===== config.mk =====
export PLATFORM = sky130hd
export DESIGN_NAME = uart_tx_arbiter
export DESIGN_NICKNAME = d
export VERILOG_FILES = /design/src/rtl/uart_arb_pkg.sv /design/src/rtl/uart_tx_arbiter_rr_picker.sv /design/src/rtl/uart_tx_arbiter.sv
export SDC_FILE = /design/constraint.sdc
export NUM_CORES = 1
export LEC_CHECK = 0
export ABC_AREA = 1
export BUFFER_PORTS_ARGS = -buffer_cell sky130_fd_sc_hd__buf_2
export CORE_MARGIN = 2
export CORE_UTILIZATION = 35
export DETAILED_ROUTE_END_ITERATION = 8
export REMOVE_ABC_BUFFERS = 1
export SYNTH_ARGS = -nofsm -noshare
export SYNTH_HDL_FRONTEND = slang
export SYNTH_SLANG_ARGS = --single-unit

===== constraint.sdc =====
create_clock -name clock -period 1.95 [get_ports clock]
set_input_delay 0.195 -clock clock [delete_from_list [all_inputs] [get_ports clock]]
set_output_delay 0.195 -clock clock [all_outputs]
set_load 0.01 [all_outputs]

===== src/rtl/uart_arb_pkg.sv =====
// Shared definitions for the uart_tx arbiter.
//   - state_t   : arbiter FSM encoding (TAG exists only when UART_ARB_TAG_EN
//                 is defined)
//   - TAG_BASE  : upper nibble of the per-grant tag byte (tag = TAG_BASE | index)
//   - BURST_W   : width of the per-grant burst counter
//   - TMO_W     : width of the busy-rise timeout counter
package uart_arb_pkg;

  typedef enum logic [2:0] {
    IDLE      = 3'd0,
    ISSUE     = 3'd1,
    WAIT_BUSY = 3'd2,
    WAIT_DONE = 3'd3
`ifdef UART_ARB_TAG_EN
    , TAG     = 3'd4
`endif
  } state_t;

  localparam logic [7:0] TAG_BASE = 8'hF0;
  localparam int         BURST_W  = 8;
  localparam int         TMO_W    = 8;

endpackage


===== src/rtl/uart_tx_arbiter_rr_picker.sv =====
// Combinational round-robin picker (rotate / fixed-priority / rotate back).
// The request vector is rotated so that the requester after last_grant sits
// at bit 0, the lowest set bit wins, and the result is rotated back.
// Ports:
//   req        in  NUM_REQ  request vector
//   last_grant in  IDX_W    index of the previous owner
//   winner     out NUM_REQ  one-hot winner (0 when no request)
//   any_req    out 1        at least one request present
module rr_picker #(
  parameter int NUM_REQ = 3,
  parameter int IDX_W   = 2
) (
  input  logic [NUM_REQ-1:0] req,
  input  logic [IDX_W-1:0]   last_grant,
  output logic [NUM_REQ-1:0] winner,
  output logic               any_req
);

  logic [NUM_REQ-1:0] rot;
  logic [NUM_REQ-1:0] rot_win;
  logic               found;

  // last_grant + 1 + i never exceeds 2*NUM_REQ-1, so one subtraction wraps it
  function automatic int wrap(input int v);
    return (v >= NUM_REQ) ? v - NUM_REQ : v;
  endfunction

  always_comb begin
    rot     = '0;
    rot_win = '0;
    winner  = '0;
    found   = 1'b0;
    for (int i = 0; i < NUM_REQ; i++) begin
      rot[i] = req[wrap(int'(last_grant) + 1 + i)];
    end
    for (int i = 0; i < NUM_REQ; i++) begin
      if (rot[i] && !found) begin
        rot_win[i] = 1'b1;
        found      = 1'b1;
      end
    end
    for (int i = 0; i < NUM_REQ; i++) begin
      if (rot_win[i]) winner[wrap(int'(last_grant) + 1 + i)] = 1'b1;
    end
  end

  assign any_req = |req;

endmodule


===== src/rtl/uart_tx_arbiter.sv =====
// Round-robin arbiter sharing one uart_tx byte transmitter between NUM_REQ
// byte producers, with a bounded burst per grant and recovery when the
// transmitter never raises busy after a strobe.
// Optional feature: define UART_ARB_TAG_EN to prefix every new grant with a
// tag byte TAG_BASE | index (requester is not acked for the tag).
// Ports:
//   clock, reset_n   clock and asynchronous active-low reset
//   req_valid/data   per-requester byte offer (byte i on req_data[8i+7:8i])
//   req_ready        one-cycle accept pulse to the granted requester
//   tx_data_valid    one-cycle strobe to uart_tx
//   tx_data          byte to uart_tx, held until the next strobe
//   tx_busy          uart_tx busy
//   grant            one-hot current owner, 0 when idle
//   timeout_err      one-cycle pulse when busy never rose after a strobe
module uart_tx_arbiter
  import uart_arb_pkg::*;
#(
  parameter int NUM_REQ      = 3,
  parameter int MAX_BURST    = 4,
  parameter int BUSY_TIMEOUT = 16
) (
  input  logic                 clock,
  input  logic                 reset_n,
  input  logic [NUM_REQ-1:0]   req_valid,
  input  logic [8*NUM_REQ-1:0] req_data,
  output logic [NUM_REQ-1:0]   req_ready,
  output logic                 tx_data_valid,
  output logic [7:0]           tx_data,
  input  logic                 tx_busy,
  output logic [NUM_REQ-1:0]   grant,
  output logic                 timeout_err
);

  localparam int IDX_W = (NUM_REQ > 1) ? $clog2(NUM_REQ) : 1;

  state_t             state, state_nxt;
  logic [IDX_W-1:0]   last_grant;
  logic [IDX_W-1:0]   grant_idx;
  logic [BURST_W-1:0] burst_cnt;
  logic [TMO_W-1:0]   tmo_cnt;
  logic [NUM_REQ-1:0] pick;
  logic               any_req;
  logic               load_grant;
  logic               release_grant;
  logic               burst_inc;
  logic               tmo_hit;
`ifdef UART_ARB_TAG_EN
  logic               tag_phase;
`endif

  function automatic logic [IDX_W-1:0] idx_of(input logic [NUM_REQ-1:0] oh);
    idx_of = '0;
    for (int i = 0; i < NUM_REQ; i++) begin
      if (oh[i]) idx_of = IDX_W'(i);
    end
  endfunction

  rr_picker #(
    .NUM_REQ (NUM_REQ),
    .IDX_W   (IDX_W)
  ) u_picker (
    .req        (req_valid),
    .last_grant (last_grant),
    .winner     (pick),
    .any_req    (any_req)
  );

  // The accept pulse is tied to the payload ISSUE cycle only.
  assign req_ready = (state == ISSUE) ? grant : '0;

  always_comb begin
    state_nxt     = state;
    load_grant    = 1'b0;
    release_grant = 1'b0;
    burst_inc     = 1'b0;
    tmo_hit       = 1'b0;
    case (state)
      IDLE: begin
        if (any_req && !tx_busy) begin
          load_grant = 1'b1;
`ifdef UART_ARB_TAG_EN
          state_nxt  = TAG;
`else
          state_nxt  = ISSUE;
`endif
        end
      end
      ISSUE: state_nxt = WAIT_BUSY;
`ifdef UART_ARB_TAG_EN
      TAG:   state_nxt = WAIT_BUSY;
`endif
      WAIT_BUSY: begin
        if (tx_busy) begin
          state_nxt = WAIT_DONE;
        end else if (tmo_cnt == TMO_W'(BUSY_TIMEOUT - 1)) begin
          // Transmitter never started: drop the byte and give up the grant.
          tmo_hit       = 1'b1;
          release_grant = 1'b1;
          state_nxt     = IDLE;
        end
      end
      WAIT_DONE: begin
        if (!tx_busy) begin
`ifdef UART_ARB_TAG_EN
          // A finished tag always continues with the owner's payload.
          if (tag_phase) begin
            state_nxt = ISSUE;
          end else
`endif
          if ((burst_cnt < BURST_W'(MAX_BURST - 1)) && req_valid[grant_idx]) begin
            burst_inc = 1'b1;
            state_nxt = ISSUE;
          end else begin
            release_grant = 1'b1;
            state_nxt     = IDLE;
          end
        end
      end
      default: state_nxt = IDLE;
    endcase
  end

  always_ff @(posedge clock or negedge reset_n) begin
    if (!reset_n) begin
      state         <= IDLE;
      last_grant    <= IDX_W'(NUM_REQ - 1);
      grant         <= '0;
      grant_idx     <= '0;
      burst_cnt     <= '0;
      tmo_cnt       <= '0;
      tx_data       <= '0;
      tx_data_valid <= 1'b0;
      timeout_err   <= 1'b0;
`ifdef UART_ARB_TAG_EN
      tag_phase     <= 1'b0;
`endif
    end else begin
      state         <= state_nxt;
      tx_data_valid <= 1'b0;
      timeout_err   <= tmo_hit;

      if (load_grant) begin
        grant     <= pick;
        grant_idx <= idx_of(pick);
        burst_cnt <= '0;
`ifdef UART_ARB_TAG_EN
        tag_phase <= 1'b1;
`endif
      end
      if (release_grant) begin
        last_grant <= grant_idx;
        grant      <= '0;
      end
      if (burst_inc) burst_cnt <= burst_cnt + 1'b1;

      if (state == ISSUE) begin
        tx_data       <= req_data[{grant_idx, 3'b000} +: 8];
        tx_data_valid <= 1'b1;
`ifdef UART_ARB_TAG_EN
        tag_phase     <= 1'b0;
`endif
      end
`ifdef UART_ARB_TAG_EN
      if (state == TAG) begin
        tx_data       <= TAG_BASE | 8'(grant_idx);
        tx_data_valid <= 1'b1;
      end
`endif

      // Counter restarts every time WAIT_BUSY is entered.
      if (state == WAIT_BUSY && !tx_busy) tmo_cnt <= tmo_cnt + 1'b1;
      else                                tmo_cnt <= '0;
    end
  end

endmodule


=== Word-level counts from Yosys, hierarchy flattened ===
Index checks and enable logic that the tools add are counted.

* Bits in registers: 36
* Input bits: 30
* Output and inout port bits: 16
* Word-level logic and storage cells: 107

* Add/sub/neg operators: 8
* $lt $le $gt $ge: 11
* Equality and inequality tests: 7
* Shift operators: 1
* Multiplexer cells: 53
* Bitwise operators: 2
* Reduce and logical (&&, ||, !) cells: 16

{| class="wikitable"
|+ Operators by type and width
! operator !! count
|-
| 32-bit by 1-bit >= comparator with 1-bit output, second input constant || 3
|-
| 32-bit by 4-bit < comparator with 1-bit output, second input constant || 3
|-
| 32-bit 2-to-1 mux || 3
|-
| 32-bit by 3-bit subtractor with 32-bit output, second input constant || 3
|-
| 32-bit by 3-bit >= comparator with 1-bit output, second input constant || 2
|-
| 32-bit by 2-bit adder with 32-bit output, second input constant || 1
|-
| 32-bit by 3-bit adder with 32-bit output, second input constant || 1
|-
| 3-bit 2-to-1 mux || 10
|-
| 1-bit 2-to-1 mux || 27
|-
| 8-bit 2-to-1 mux || 3
|-
| 24-bit by 6-bit variable part select with 8-bit output || 1
|-
| 8-bit by 1-bit adder with 8-bit output, second input constant || 2
|-
| 3-bit one-hot mux with 4 select lines || 1
|-
| 1-bit binary-select mux with 2-bit select || 4
|-
| 8-bit by 4-bit equality test with 1-bit output, second input constant || 1
|-
| 1-bit logical AND || 8
|-
| 8-bit by 2-bit < comparator with 1-bit output, second input constant || 1
|-
| 1-bit demux with 2-bit select || 3
|-
| 3-bit by 2-bit equality test with 1-bit output, second input constant || 2
|-
| 3-bit bitwise OR || 2
|-
| 2-bit != test, second input constant || 2
|-
| 2-bit nonzero test || 2
|-
| 2-bit by 1-bit adder with 3-bit output, second input constant || 1
|-
| 3-bit by 1-bit equality test with 1-bit output, second input constant || 1
|-
| 9 further kinds || 11
|}

=== Longest topological paths before layout ===
Gate-level depths: netlist (run 1).

* Word-level depth: 16
* Depth in mapped cells: 13
* Mapped depth without buffers: 12

=== Cells and area by module ===
A second synthesis (run 1) with hierarchy kept.

* Cell total of the unflattened synthesis: 258
* Area total of the unflattened synthesis: 2016.9 µm²

{| class="wikitable"
|+ By module, submodules not included
! module !! instances !! cells an instance !! area an instance (µm²) !! sequential area each (µm²)
|-
| uart_tx_arbiter || 1 || 212 || 1764.2 || 877.1
|-
| rr_picker || 1 || 46 || 252.7 || 0.0
|}

=== Worst setup path before layout (run 1) ===
Ideal clock, no wire load.

* Path type: register to register
* Start point: register last_grant[1]
* End point: register grant[2]
* Setup time: 0.123 ns
* Arrival time: 1.596 ns
* Required time: 1.827 ns
* Setup slack: 0.231 ns
* Cell stages (with the launch flop): 12
* Path buffers: 1
* Clock period less this slack: 1.719 ns
* Cells stage by stage: dfstp_2 > inv_1 > ha_1 > buf_6 > inv_2 > nand2_1 > nand3_1 > nand2_2 > nand3_1 > nor2_1 > nor2_1 > nor2_1

* Longest elaborated chain between the ends: 16
* Elaborated cells on any way between the ends: 51
* Classes of those cells: add/sub (6); order compare (9); mux (27); bitwise (2); reduce/logical (7)

{| class="wikitable"
|+ RTL lines
! what !! RTL line !! RTL
|-
| start: declaration || uart_tx_arbiter.sv:37 || <nowiki>logic [IDX_W-1:0] last_grant;</nowiki>
|-
| start signal: assignment || uart_tx_arbiter.sv:126 || <nowiki>last_grant <= IDX_W'(NUM_REQ - 1);</nowiki>
|-
| start signal: assignment || uart_tx_arbiter.sv:151 || <nowiki>last_grant <= grant_idx;</nowiki>
|-
| 2-bit by 1-bit adder with 3-bit output * || uart_tx_arbiter_rr_picker.sv:34, uart_tx_arbiter_rr_picker.sv:43 ||
|-
| branches (longest 12 deep; another with 32-bit by 2-bit adder with 32-bit output) || - ||
|-
| 3-bit 2-to-1 mux * || uart_tx_arbiter_rr_picker.sv:43 || <nowiki>if (rot_win[i]) winner[wrap(int'(last_grant) + 1 + i)] = 1'b1;</nowiki>
|-
| 3-bit 2-to-1 mux * || uart_tx_arbiter.sv:142 || <nowiki>if (load_grant) begin</nowiki>
|-
| 3-bit 2-to-1 mux * || uart_tx_arbiter.sv:150 || <nowiki>if (release_grant) begin</nowiki>
|-
| end signal: assignment || uart_tx_arbiter.sv:143 || <nowiki>grant <= pick;</nowiki>
|-
| end: declaration || uart_tx_arbiter.sv:30 || <nowiki>output logic [NUM_REQ-1:0] grant,</nowiki>
|}

Mark *: on every way between the ends. The select of a mux whose other input is x is not followed.
A chain may end at the register's enable or synchronous reset.

=== Worst setup path after layout (run 1) ===
* Start point: register last_grant[1]
* End point: register grant_idx[0]

* Longest elaborated chain between the ends: 16
* Elaborated cells on any way between the ends: 51
* Classes of those cells: add/sub (6); order compare (9); mux (27); bitwise (2); reduce/logical (7)

{| class="wikitable"
|+ RTL lines
! what !! RTL line !! RTL
|-
| 2-bit by 1-bit adder with 3-bit output * || uart_tx_arbiter_rr_picker.sv:34, uart_tx_arbiter_rr_picker.sv:43 ||
|-
| branches (longest 12 deep; another with 32-bit by 2-bit adder with 32-bit output) || - ||
|-
| 3-bit 2-to-1 mux * || uart_tx_arbiter_rr_picker.sv:43 ||
|-
| 1-bit 2-to-1 mux || uart_tx_arbiter.sv:54 || <nowiki>if (oh[i]) idx_of = IDX_W'(i);</nowiki>
|-
| 2-bit 2-to-1 mux * || uart_tx_arbiter.sv:54 ||
|-
| end signal: assignment || uart_tx_arbiter.sv:144 || <nowiki>grant_idx <= idx_of(pick);</nowiki>
|-
| end: declaration || uart_tx_arbiter.sv:38 || <nowiki>logic [IDX_W-1:0] grant_idx;</nowiki>
|}

Marked as above.

==> metrics.md, run 1 <==
| Metric | Value |
|---|---|
| Post-DP HPWL | 3170 um |
| Final hold slack | -11.86 ps |
| RSZ-0062 raised after global routing | false |
| Vias | ~1800 |
| Die Wd | around 79 um |
| CTS tree | done |
| CP required | 2120 ps |
| Simple-gate share of the synthesized area | between 30% and 40% |
| Adder-Cell Fraction of Synth Area | between 5 and 6% |
| Clock tree buffer depth | 2 |
| Run status | complete, but fails checks |
| Cts bufs inserted | 5 |
| Port-buffer cells | 45 |
| Mux cell area share after synthesis | 0% |
| Antenna Nets Post-Route | 0 |
| Die area | about 6200 um^2 |
| Layout cells sized above 1 | 21.34% |
| Core area | between 5000 and 6000 um^2 |
| Worst setup SP type | flop |
| FF/Latch Area | roughly 880 um^2 |
| Register bit total from synthesis | 35 |
| Chip height | 78.63 um |
| GRT overflow | 0 |
| Routability Congestion | 0.9163 |
| Max cap viols | 0 |
| Worst Tran Pin Value | between 700 and 800 ps |
| Worst EP arrival | 1950 ps |
| Yosys warns | 0 |
| Vias in the first global route | 1686 |
| Length of the first detailed-routing pass in iterations | 4 |
| Setup TNS | 0 ps |
| Ports | 46 |
| CP max FO | 8 |
| VDD IR-drop max | 0.0006249 V |
| Mapped Area | approximately 2000 um^2 |
| Nets@finish | 351 |
| Failing checks | hold timing |
| Fin crit period | around 1800 ps |
| H-tree depth | 2 |
| Drt via density | 4.624 |
| P per Cell Area | roughly 1300 nW/um^2 |
| # fillers | 554 |
| Gr usage total | between 10% and 20% |
| Clock tree sinks | 35 |
| First-pass GRT wire length | roughly 7600 um |
| Rel. slew slack | 48.75% |
| Netlist cell types | 24 |
| Largest family of logic cells by synthesized area | simple AND/OR/NAND/NOR gates |
| Layout Skew | between 7 and 8 ps |
| Worst Setup Path Type | reg2reg |
| DRC violations left | 0 |
| Num rows | 27 |
| Synth Area in Compound Gates | 10.91% |
| Hold-fix buffers, CTS | 0 |
| Seq/Total Area, Yosys | 44.99% |
| Synth Area in XOR/XNOR | 0% |
| Starting Density | between 30% and 40% |
| Period utilisation layout | 90.93% |
| Worst R2R Path Depth | 11 |
| P&R area growth vs syn | 20.92% |
| Number of DRC markers in iteration 0 | 95 |
| Slew Limit Fails | 0 |
| Leak | 1.243 nW |
| CTS root buffer | clkbuf_8 |
| Avg Cell Area, Syn | 7.440 um^2 |
| Setup-failing EPs final | 0 |
| Final WL | roughly 4300 um |
| Total chip power | approximately 0.0032 W |
| Multi-input logic area | approximately 900 um^2 |
| Largest net degree at the start of global routing | 36 |
| Drt wl/cell | 11.12 um |
| Gate count of the mapped netlist | 262 |
| Setup crit end kind | flop |
| Clk_lat worst skew | 280 ps |
| Hold crit path type | in2async |
| Max Fclk | 564.0 MHz |
| Initial antenna violation count | 0 |
| N_diodes | 0 |
| Hold Vio Cnt, Final | 34 |
| Clock slew at reported path FFs | 70 ps |
sequential cells by signal, indices dropped and copies added (netlist names):
register,cells
burst_cnt,8
grant,3
grant_idx,2
last_grant,2
state,2
timeout_err,1
tmo_cnt,8
tx_data,8
tx_data_valid,1
power by group:
| group | switching [W] | total, W | internal (W) |
|---|---|---|---|
| sequential | 0.000188 | 0.00113 | 0.000946 |
| combinational | 0.000945 | 0.00154 | 0.000600 |
| clock | 0.000250 | 0.000500 | 0.000251 |
| total | 0.00138 | 0.00318 | 0.00180 |
layout by cell type (no fill, tap or decap), drive strengths merged:
| cell type | count |
|---|---|
| nand3b | 1 |
| clkbuf | 7 |
| dfrtp | 34 |
| o21ai | 22 |
| inv | 38 |
| a31oi | 8 |
| dfstp | 1 |
| clkinv | 1 |
| a21oi | 6 |
| nor4 | 1 |
| o211ai | 3 |
| nand4 | 4 |
| nor3 | 1 |
| nand2 | 54 |
| nor2 | 59 |
| buf | 48 |
| nand3 | 18 |
| ha | 8 |
Yosys cell counts, drive strengths merged:
library cell	n	area [um^2]
a21oi	6	30.03
a31oi	8	50.05
buf	4	28.78
dfrtp	34	850.8
dfstp	1	26.28
ha	8	100.1
inv	38	142.6
nand2	54	207.7
nand3	18	107.6
nand3b	1	7.510
nand4	4	25.02
nor2	59	229.0
nor3	1	5.000
nor4	1	6.260
o211ai	3	22.52
o21ai	22	110.1
path summary, 6_finish.rpt:
path                                       endpoint  slack, ps                       from
setup / recovery           grant_idx[0]$_DFFE_PN0P_        180  last_grant[1]$_DFFE_PN1P_
hold / removal               tx_data[7]$_DFFE_PN0P_        -10                    reset_n
setup reg to reg           grant_idx[0]$_DFFE_PN0P_        180  last_grant[1]$_DFFE_PN1P_
hold reg to reg                tmo_cnt[0]$_DFF_PN0_        460       tmo_cnt[0]$_DFF_PN0_
max in group asynchronous    tx_data[0]$_DFFE_PN0P_       1480                    reset_n
min in group clock           tx_data[7]$_DFFE_PN0P_        170               req_data[23]
logic make-up (layout without fill, tap and decap cells):
logic type      count (synthesis)  after routing
simple gates                  138            138
buf+inv                        42             94
compound gates                 39             39
flops                          35             35
fa+ha+maj                       8              8
worst max-delay path: stages, from the launching register on:
cell and delay, ps:
dfstp_2 550, inv_1 110, ha_4 340, inv_2 70, nand2_1 50, nand3_1 70, nand2_2 100, nand3_1 100
nor2_1 120, nor2_2 60, nand2_1 50, nand2_1 50
metal layers:
layer | GRT usage, % | share of wire [%] | vias to the layer above
met4 | 6.316 | 1.9 | 0
met5 | 0 | 0 | -
met2 | 24.87 | 46 | 38
li1 | - | - | 935
met3 | 3.793 | 4.0 | 7
met1 | 20.44 | 48 | 805
metrics by stage:
step	cells	utilization (%)	setup slack [ps]	instance area (um^2)
final	386	43.34	176.9	2357
after global routing	386	43.34	40.70	2357
after CTS	386	43.02	58.96	2340
after detailed placement	378	41.52	82.87	2258
after global placement	378	41.52	131.9	2258
after floorplan	258	-	237.0	1921
what timing repair did:
item | in CTS | in global routing
setup buffers | 0 | 0
gates resized for setup | 0 | 4
setup endpoints to repair | 0 | 4
endpoints found under the hold margin | 0 | 0
final cells by class:
cell class                      instances  area share [%]
Multi-Input combinational cell        185           38.96
Sequential cell                        35           37.21
Timing Repair Buffer                   48           10.51
Inverter                               38           6.051
Tap cell                               72           3.822
Clock buffer                            7           3.238
Clock inverter                          1          0.2123
Note: power is estimated with default switching activity, not from simulation.
==> run 2: changes to the inputs <==
- SYNTH_HIERARCHICAL: not set -> 1
==> run 2 against run 1 <==
Effect of this change:
- cell count rose by 0.26%
- final area rose by 4.5%
- largest power group unchanged
- clock power grew 1%
- worst hold slack got worse by 5.7 ps
- register-to-register slack lost 80 ps
- power rose by 4.4%
- critical path type unchanged
- sequential share of layout area decreased by 1.6 points
- flip-flop and latch count did not move
- first-iteration DRC count down 23%
- the flow still finishes with violations (hold timing)
- sequential power barely moved
==> metrics.md, run 2 <==
| Metric | Value |
|---|---|
| Run status | complete, but fails checks |
| Failing checks | hold timing |
| Largest net degree at the start of global routing | 36 |
| Avg Cell Area, Syn | just under 8 um^2 |
| Final Instance Area | 2464 um^2 |
| Gr usage total | around 15% |
| Yosys warns | 6 |
| Drt via density | ~4.7 |
| CP max stage delay | 540 ps |
| Hold crit path type | in2async |
| Netlist cell types | 24 |
| Dominant synthesized flop cell | dfrtp_1 |
| Worst R2R Path Depth | 14 |
| P per Cell Area | 1348 nW/um^2 |
| Cell taking the most area after synthesis | dfrtp_1 |
| Final WL | 4348 um |
| Layout Skew | 6.538 ps |
| Worst Setup Path Type | reg2reg |
| Vias in the first global route | 1734 |
| Delay-heaviest family, CP | simple AND/OR/NAND/NOR gates |
| Placed cell count | ~380 |
| Setup crit end kind | flop |
| Length of the first detailed-routing pass in iterations | 4 |
| Post-synth top cells | 53 x nor2_1, 49 x nand2_1, 34 x dfrtp_1, 26 x inv_1, 15 x nand3_1 |
| Worst setup SP type | flop |
| Ports | 46 |
| Reg2reg end | grant[2]$_DFFE_PN0P_ |
| Final hold slack | -17.58 ps |
| CP Buf/Inv Count | 5 |
| Die area | 6386 um^2 |
| Register bit total from synthesis | 35 |
| Worst EP arrival | 2080 ps |
| Routability Congestion | roughly 0.8 |
| Most common cell on crit path | inv_2 |
| Vias | 1803 |
| Post-DP HPWL | 3219 um |
| P&R area growth vs syn | 22.15% |
| Clock tree buffer depth | 2 |
| CP max FO | 3 |
| Max cap viols | 0 |
| Slowest CP cell | dfstp_2 |
| Main area contributors after synthesis | dfrtp_1 42%, nor2_1 9.9%, nand2_1 9.1% |
| CP required | 2170 ps |
| Leak | 1.236 nW |
| GRT overflow | 0 |
| Hold-fix buffers, CTS | 0 |
| DRC violations left | 0 |
| Max Fclk | 539.6 MHz |
| Mapped Area | 2017 um^2 |
| Post-synth EDFFs | 0 |
| N_diodes | 0 |
| Clock tree sinks | 35 |
| Period utilisation layout | 95.03% |
| CTS root buffer | clkbuf_8 |
| Number of DRC markers in iteration 0 | 73 |
| Gate count of the mapped netlist | 258 |
| Biggest regs | burst_cnt x8, tmo_cnt x8, tx_data x8 |
| Setup-failing EPs final | 0 |
| Layout cells sized above 1 | 31.11% |
| Clk_lat worst skew | 280 ps |
| Port-buffer cells | 45 |
| Core area | ~5500 um^2 |
| Starting Density | 36.40% |
| Antenna Nets Post-Route | 0 |
| H-tree depth | 2 |
| Most frequent cells in the layout | 52 x nor2_1, 47 x nand2_1, 45 x buf_2, 34 x dfrtp_1, 24 x inv_1 |
| Chip height | 79.91 um |
| Rel. slew slack | 47.87% |
| Seq/Total Area, Yosys | 43.49% |
| Cts bufs inserted | 5 |
| Count leader, synth | nor2_1 |
| Die Wd | around 80 um |
| Reg2Reg Launch Point | last_grant[1]$_DFFE_PN1P_ |
| Synth async-reset ratio | 100.0% |
| Dpl cell area | 2332 um^2 |
| Num rows | 27 |
| Nets@finish | 352 |
| Clock slew at reported path FFs | 70 ps |
| # fillers | 588 |
| Slew Limit Fails | 0 |
| Commonest non-fill, non-tap cell in the layout | nor2_1 |
| Drt wl/cell | 11.24 um |
| First-pass GRT wire length | 7555 um |
| Fin cells | ~390 |
| Fin crit period | 1853 ps |
| Initial antenna violation count | 0 |
| Top cell type's share of synthesized area | between 40% and 50% |
| Worst Tran Pin Value | slightly below 800 ps |
| CTS tree | done |
| Worst-path cell chain | inv_2, buf_4, ha_1, inv_2, nor2_2, inv_1, nand2_2, nor2_4, nand2_1, nand3_1, nand2_1, o21ai_1, inv_2, nor2_2 |
| Register-to-register setup slack | 100 ps |
| VDD IR-drop max | 0.0005563 V |
| Hold Vio Cnt, Final | 22 |
| Setup TNS | 0 ps |
-- run 2: cell type report --
type | instances | area [um^2] | share of cell area, %
Clock buffer | 6 | 72.57 | 2.946
Clock inverter | 2 | 12.51 | 0.5079
Inverter | 34 | 132.6 | 5.383
Multi-Input combinational cell | 184 | 985.9 | 40.02
Sequential cell | 35 | 877.1 | 35.60
Tap cell | 72 | 90.09 | 3.657
Timing Repair Buffer | 54 | 292.8 | 11.88
-- run 2: logic make-up after synthesis --
group / after synthesis / synth area share (%)
AO/OA/AOI/OAI: 34 / 8.995
buffers and inverters: 39 / 9.057
adder cells (fa/ha/maj): 8 / 4.963
flip-flops: 35 / 43.49
AND/OR/NAND/NOR: 142 / 33.50
-- run 2: worst max path at each step --
stage	from	end	slack, ps	cells after the start
after floorplan	last_grant[1]$_DFFE_PN1P_	grant[2]$_DFFE_PN0P_	110	14
after global placement	last_grant[1]$_DFFE_PN1P_	grant[2]$_DFFE_PN0P_	110	12
after detailed placement	last_grant[1]$_DFFE_PN1P_	grant[2]$_DFFE_PN0P_	30	12
after CTS	last_grant[1]$_DFFE_PN1P_	grant[2]$_DFFE_PN0P_	20	12
after global routing	last_grant[1]$_DFFE_PN1P_	grant[0]$_DFFE_PN0P_	-20	13
final	last_grant[1]$_DFFE_PN1P_	grant[2]$_DFFE_PN0P_	100	14
-- run 2: through the flow --
step | setup slack [ps] | hold slack [ps] | total power, W | utilization, %
6_report | 96.90 | -17.58 | 0.003320 | 44.47
5_1_grt | -20.96 | 43.38 | 0.003650 | 44.47
4_1_cts | 21.89 | 25.50 | 0.003257 | 43.63
3_5_place_dp | 29.63 | 333.9 | 0.002734 | 42.10
3_3_place_gp | 105.3 | 333.9 | 0.002717 | 42.10
2_1_floorplan | 106.6 | -100.6 | 0.002210 | -
-- run 2: routing by layer --
metal	share of wire (%)	vias up	track usage, %
met3	4.0	4	4.072
met4	0.87	0	4.068
met2	48	28	25.42
li1	-	934	-
met1	47	837	18.88
met5	0	-	0
-- run 2: where the power goes --
part / switching (W) / internal [W] / total [W]
logic: 0.00101 / 0.000683 / 0.00170
clock network: 0.000256 / 0.000249 / 0.000505
registers: 0.000187 / 0.000933 / 0.00112
-- run 2: repair_timing --
action / in CTS / in global routing
gates resized for setup: 0 / 10
endpoints found under the hold margin: 0 / 0
setup buffers: 0 / 2
setup endpoints to repair: 0 / 5
==> run 3: changes to the inputs <==
- ABC_AREA: 1 -> 0
- PLACE_DENSITY: not set -> 0.52
==> run 3 against run 2 <==
Effect of this change:
- the run now ends clean
- final area up 2.7%
- non-clock buffer count increased by 10
- utilization up 2.4 points
- synthesized area is 4.5% lower
- synthesized cell count shrank 23%
- fmax is 0.46% lower
- setup slack worse by 8.6 ps
- routed wire length is 2.9% lower
- register-to-register slack is essentially flat
- combinational power decreased by 10%
- power rose by 2.7%
- cell count decreased by 13%
- highest routed layer unchanged
==> metrics.md, run 3 <==
| Metric | Value |
|---|---|
| Setup crit end kind | flop |
| Worst R2R Path Depth | 5 |
| Post-synth EDFFs | 0 |
| Chip height | 78.20 um |
| Mapped Area | 1927 um^2 |
| Drt wl/cell | 12.60 um |
| Mux cell area share after synthesis | 9.675% |
| P&R area growth vs syn | 31.36% |
| Layout Skew | around 6.8 ps |
| Die Wd | 78.20 um |
| Max Fclk | about 540 MHz |
| Vias | 1630 |
| Worst-path cell chain | ha_1, or4_4, nor4_4, o211ai_2, mux2_4 |
| Nets@finish | 300 |
| Setup-failing EPs final | 0 |
| Gr usage total | 15.07% |
| H-tree depth | 2 |
| Layout cells sized above 1 | 35.36% |
| Netlist cell types | 44 |
| Biggest regs | burst_cnt x8, tmo_cnt x8, tx_data x8 |
| Max cap viols | 0 |
| Hold Vio Cnt, Final | 0 |
| Worst hold path depth | 3 |
| Top cell type's share of synthesized area | between 40% and 50% |
| Vias in the first global route | 1512 |
| Register bit total from synthesis | 35 |
| Adder-Cell Fraction of Synth Area | 5.195% |
| Synth Area in XOR/XNOR | under 10% |
| Drt via density | 4.866 |
| Worst Setup Path Type | reg2reg |
| Worst setup SP type | flop |
| Worst EP arrival | 2040 ps |
| GRT overflow | 0 |
| Fin crit period | 1862 ps |
| Rel. slew slack | 56.81% |
| Post-DP HPWL | 3248 um |
| Length of the first detailed-routing pass in iterations | 4 |
| Starting Density | a little over a third |
| RSZ-0062 raised after global routing | false |
| Post-CTS setup buffer count | 0 |
| Dominant synthesized flop cell | dfrtp_1 |
| Hold crit path type | in2reg |
| Slowest CP cell | or4_4 |
| Gate count of the mapped netlist | 199 |
| Main area contributors after synthesis | dfrtp_1 44%, mux2i_1 6.8%, nand2_1 5.5% |
| Cts bufs inserted | 5 |
| Cell taking the most area after synthesis | dfrtp_1 |
| CTS root buffer | clkbuf_8 |
| Commonest non-fill, non-tap cell in the layout | buf_2 |
| Yosys warns | 6 |
| Port-buffer cells | 45 |
| Register-to-register setup slack | 90 ps |
| Final worst slack | 88.26 ps |
| Most frequent cells in the layout | 45 x buf_2, 34 x dfrtp_1, 28 x nand2_1, 20 x nor2_1, 18 x buf_4 |
| Clock tree buffer depth | 2 |
| N_diodes | 0 |
| Die area | slightly above 6000 um^2 |
| Post-synth top cells | 34 x dfrtp_1, 28 x nand2_1, 20 x nor2_1, 14 x a21oi_1, 13 x mux2i_1 |
| Total chip power | 0.003411 W |
| Final WL | 4222 um |
| Clk_lat worst skew | 290 ps |
| Largest family of logic cells by synthesized area | simple AND/OR/NAND/NOR gates |
| Reg2reg end | last_grant[0]$_DFFE_PN0P_ |
| Routability Congestion | 0.8779 |
| Largest net degree at the start of global routing | 24 |
| Simple-gate share of the synthesized area | 22.92% |
| Leak | 1.262 nW |
| Worst Tran Pin Value | 646.2 ps |
| Avg Cell Area, Syn | 9.683 um^2 |
| Count leader, synth | dfrtp_1 |
| VDD IR-drop max | 0.0005748 V |
| P per Cell Area | around 1300 nW/um^2 |
| Dpl cell area | 2341 um^2 |
| CP max stage delay | 430 ps |
| Reg2Reg Launch Point | burst_cnt[0]$_DFFE_PN0P_ |
| Synth async-reset ratio | 100.0% |
| Number of DRC markers in iteration 0 | 30 |
| Antenna Nets Post-Route | 0 |
| Core area | 5405 um^2 |
| Clock slew at reported path FFs | 70 ps |
| Num rows | 27 |
| Final Instance Area | 2531 um^2 |
| First-pass GRT wire length | 7189 um |
| Clock tree sinks | 35 |
| Initial antenna violation count | 0 |
| DRC violations left | 0 |
| Run status | completed |
| Hold_sp | req_data[13] |
| CP max FO | 3 |
| WHS Endpoint | tx_data[5]$_DFFE_PN0P_ |
| Slew Limit Fails | 0 |
| Seq/Total Area, Yosys | 45.52% |
| Period utilisation layout | 95.47% |
| CP required | 2130 ps |
| Ports | 46 |
| Dpl ws | ~13 ps |
| CTS tree | done |
| Synth Area in Compound Gates | 11.17% |
## run 3: cell count changes after synthesis, moves of 5 or more
cell	delta
mux2i_1	+13
a21oi_1	+8
a31oi_1	-7
nor2_1	-33
nand3_1	-13
clkbuf_1	+5
and3_1	+5
o21ai_1	-7
inv_2	-7
inv_1	-19
nand2_4	-6
nand2_1	-21
## run 3: worst max-delay path by stage
stage	cells after the start	from	endpoint	slack [ps]
2_1_floorplan	8	last_grant[1]$_DFFE_PN1P_	grant_idx[0]$_DFFE_PN0P_	-6
3_3_place_gp	8	last_grant[1]$_DFFE_PN1P_	grant_idx[0]$_DFFE_PN0P_	50
3_5_place_dp	8	last_grant[1]$_DFFE_PN1P_	grant_idx[0]$_DFFE_PN0P_	10
4_1_cts	9	last_grant[0]$_DFFE_PN0P_	grant_idx[0]$_DFFE_PN0P_	20
5_1_grt	5	burst_cnt[0]$_DFFE_PN0P_	last_grant[0]$_DFFE_PN0P_	5
6_report	5	burst_cnt[0]$_DFFE_PN0P_	last_grant[0]$_DFFE_PN0P_	90
## run 3: where the power goes
group          leakage [nW]  total [W]  switching (W)  internal, W
logic                 0.736    0.00153       0.000800     0.000731
registers             0.462    0.00109       0.000166     0.000925
clock network        0.0644   0.000789       0.000279     0.000510
## run 3: area by class of cell
type,instances,area [um^2]
sequential,35,877.1
inverter,7,26.28
clock inverter,3,67.56
clock buffer,5,68.82
tap,72,90.09
fill,529,2874
timing repair buffer,64,370.4
multi-input combinational,149,1031
## run 3: critical path, delay by kind of cell (launching register included)
| kind | cells | cell delay (ps) |
|---|---|---|
| multiplexers | 1 | 320 |
| AO/OA/AOI/OAI | 1 | 170 |
| adder cells (fa/ha/maj) | 1 | 200 |
| flip-flops | 1 | 400 |
| AND/OR/NAND/NOR | 2 | 660 |
## run 3: metrics by stage
stage               TNS, ps  utilization [%]  cells  hold WS (ps)
finish                    0            46.83    335         192.1
global placement          0            43.31    326         203.4
global route              0            46.83    335         194.6
detailed placement        0            43.31    326         203.3
CTS                       0            46.25    335         179.3
floorplan            -7.699                -    191        -100.6
## run 3: repair_timing
| item | in CTS | in global routing |
|---|---|---|
| pin swaps | 0 | 2 |
| endpoints found under the setup margin | 1 | 4 |
| resized for setup | 1 | 9 |
| endpoints found under the hold margin | 20 | 0 |
| hold buffers | 1 | 0 |
| cloned | 0 | 0 |
## run 3: logic make-up after synthesis
kind of cell               count (synthesis)
AOI/OAI and AO/OA                         35
xor gates and xnor gates                   5
adders and majority gates                  8
buffers and inverters                     15
DFF                                       35
muxes                                     17
and+or+nand+nor                           84
## run 3: per-layer routing
metal  global-route usage, %  share of wire [%]
met5                       0                  0
met2                   23.53                 46
met1                   18.75                 47
met4                   8.246                3.2
met3                   4.368                3.7
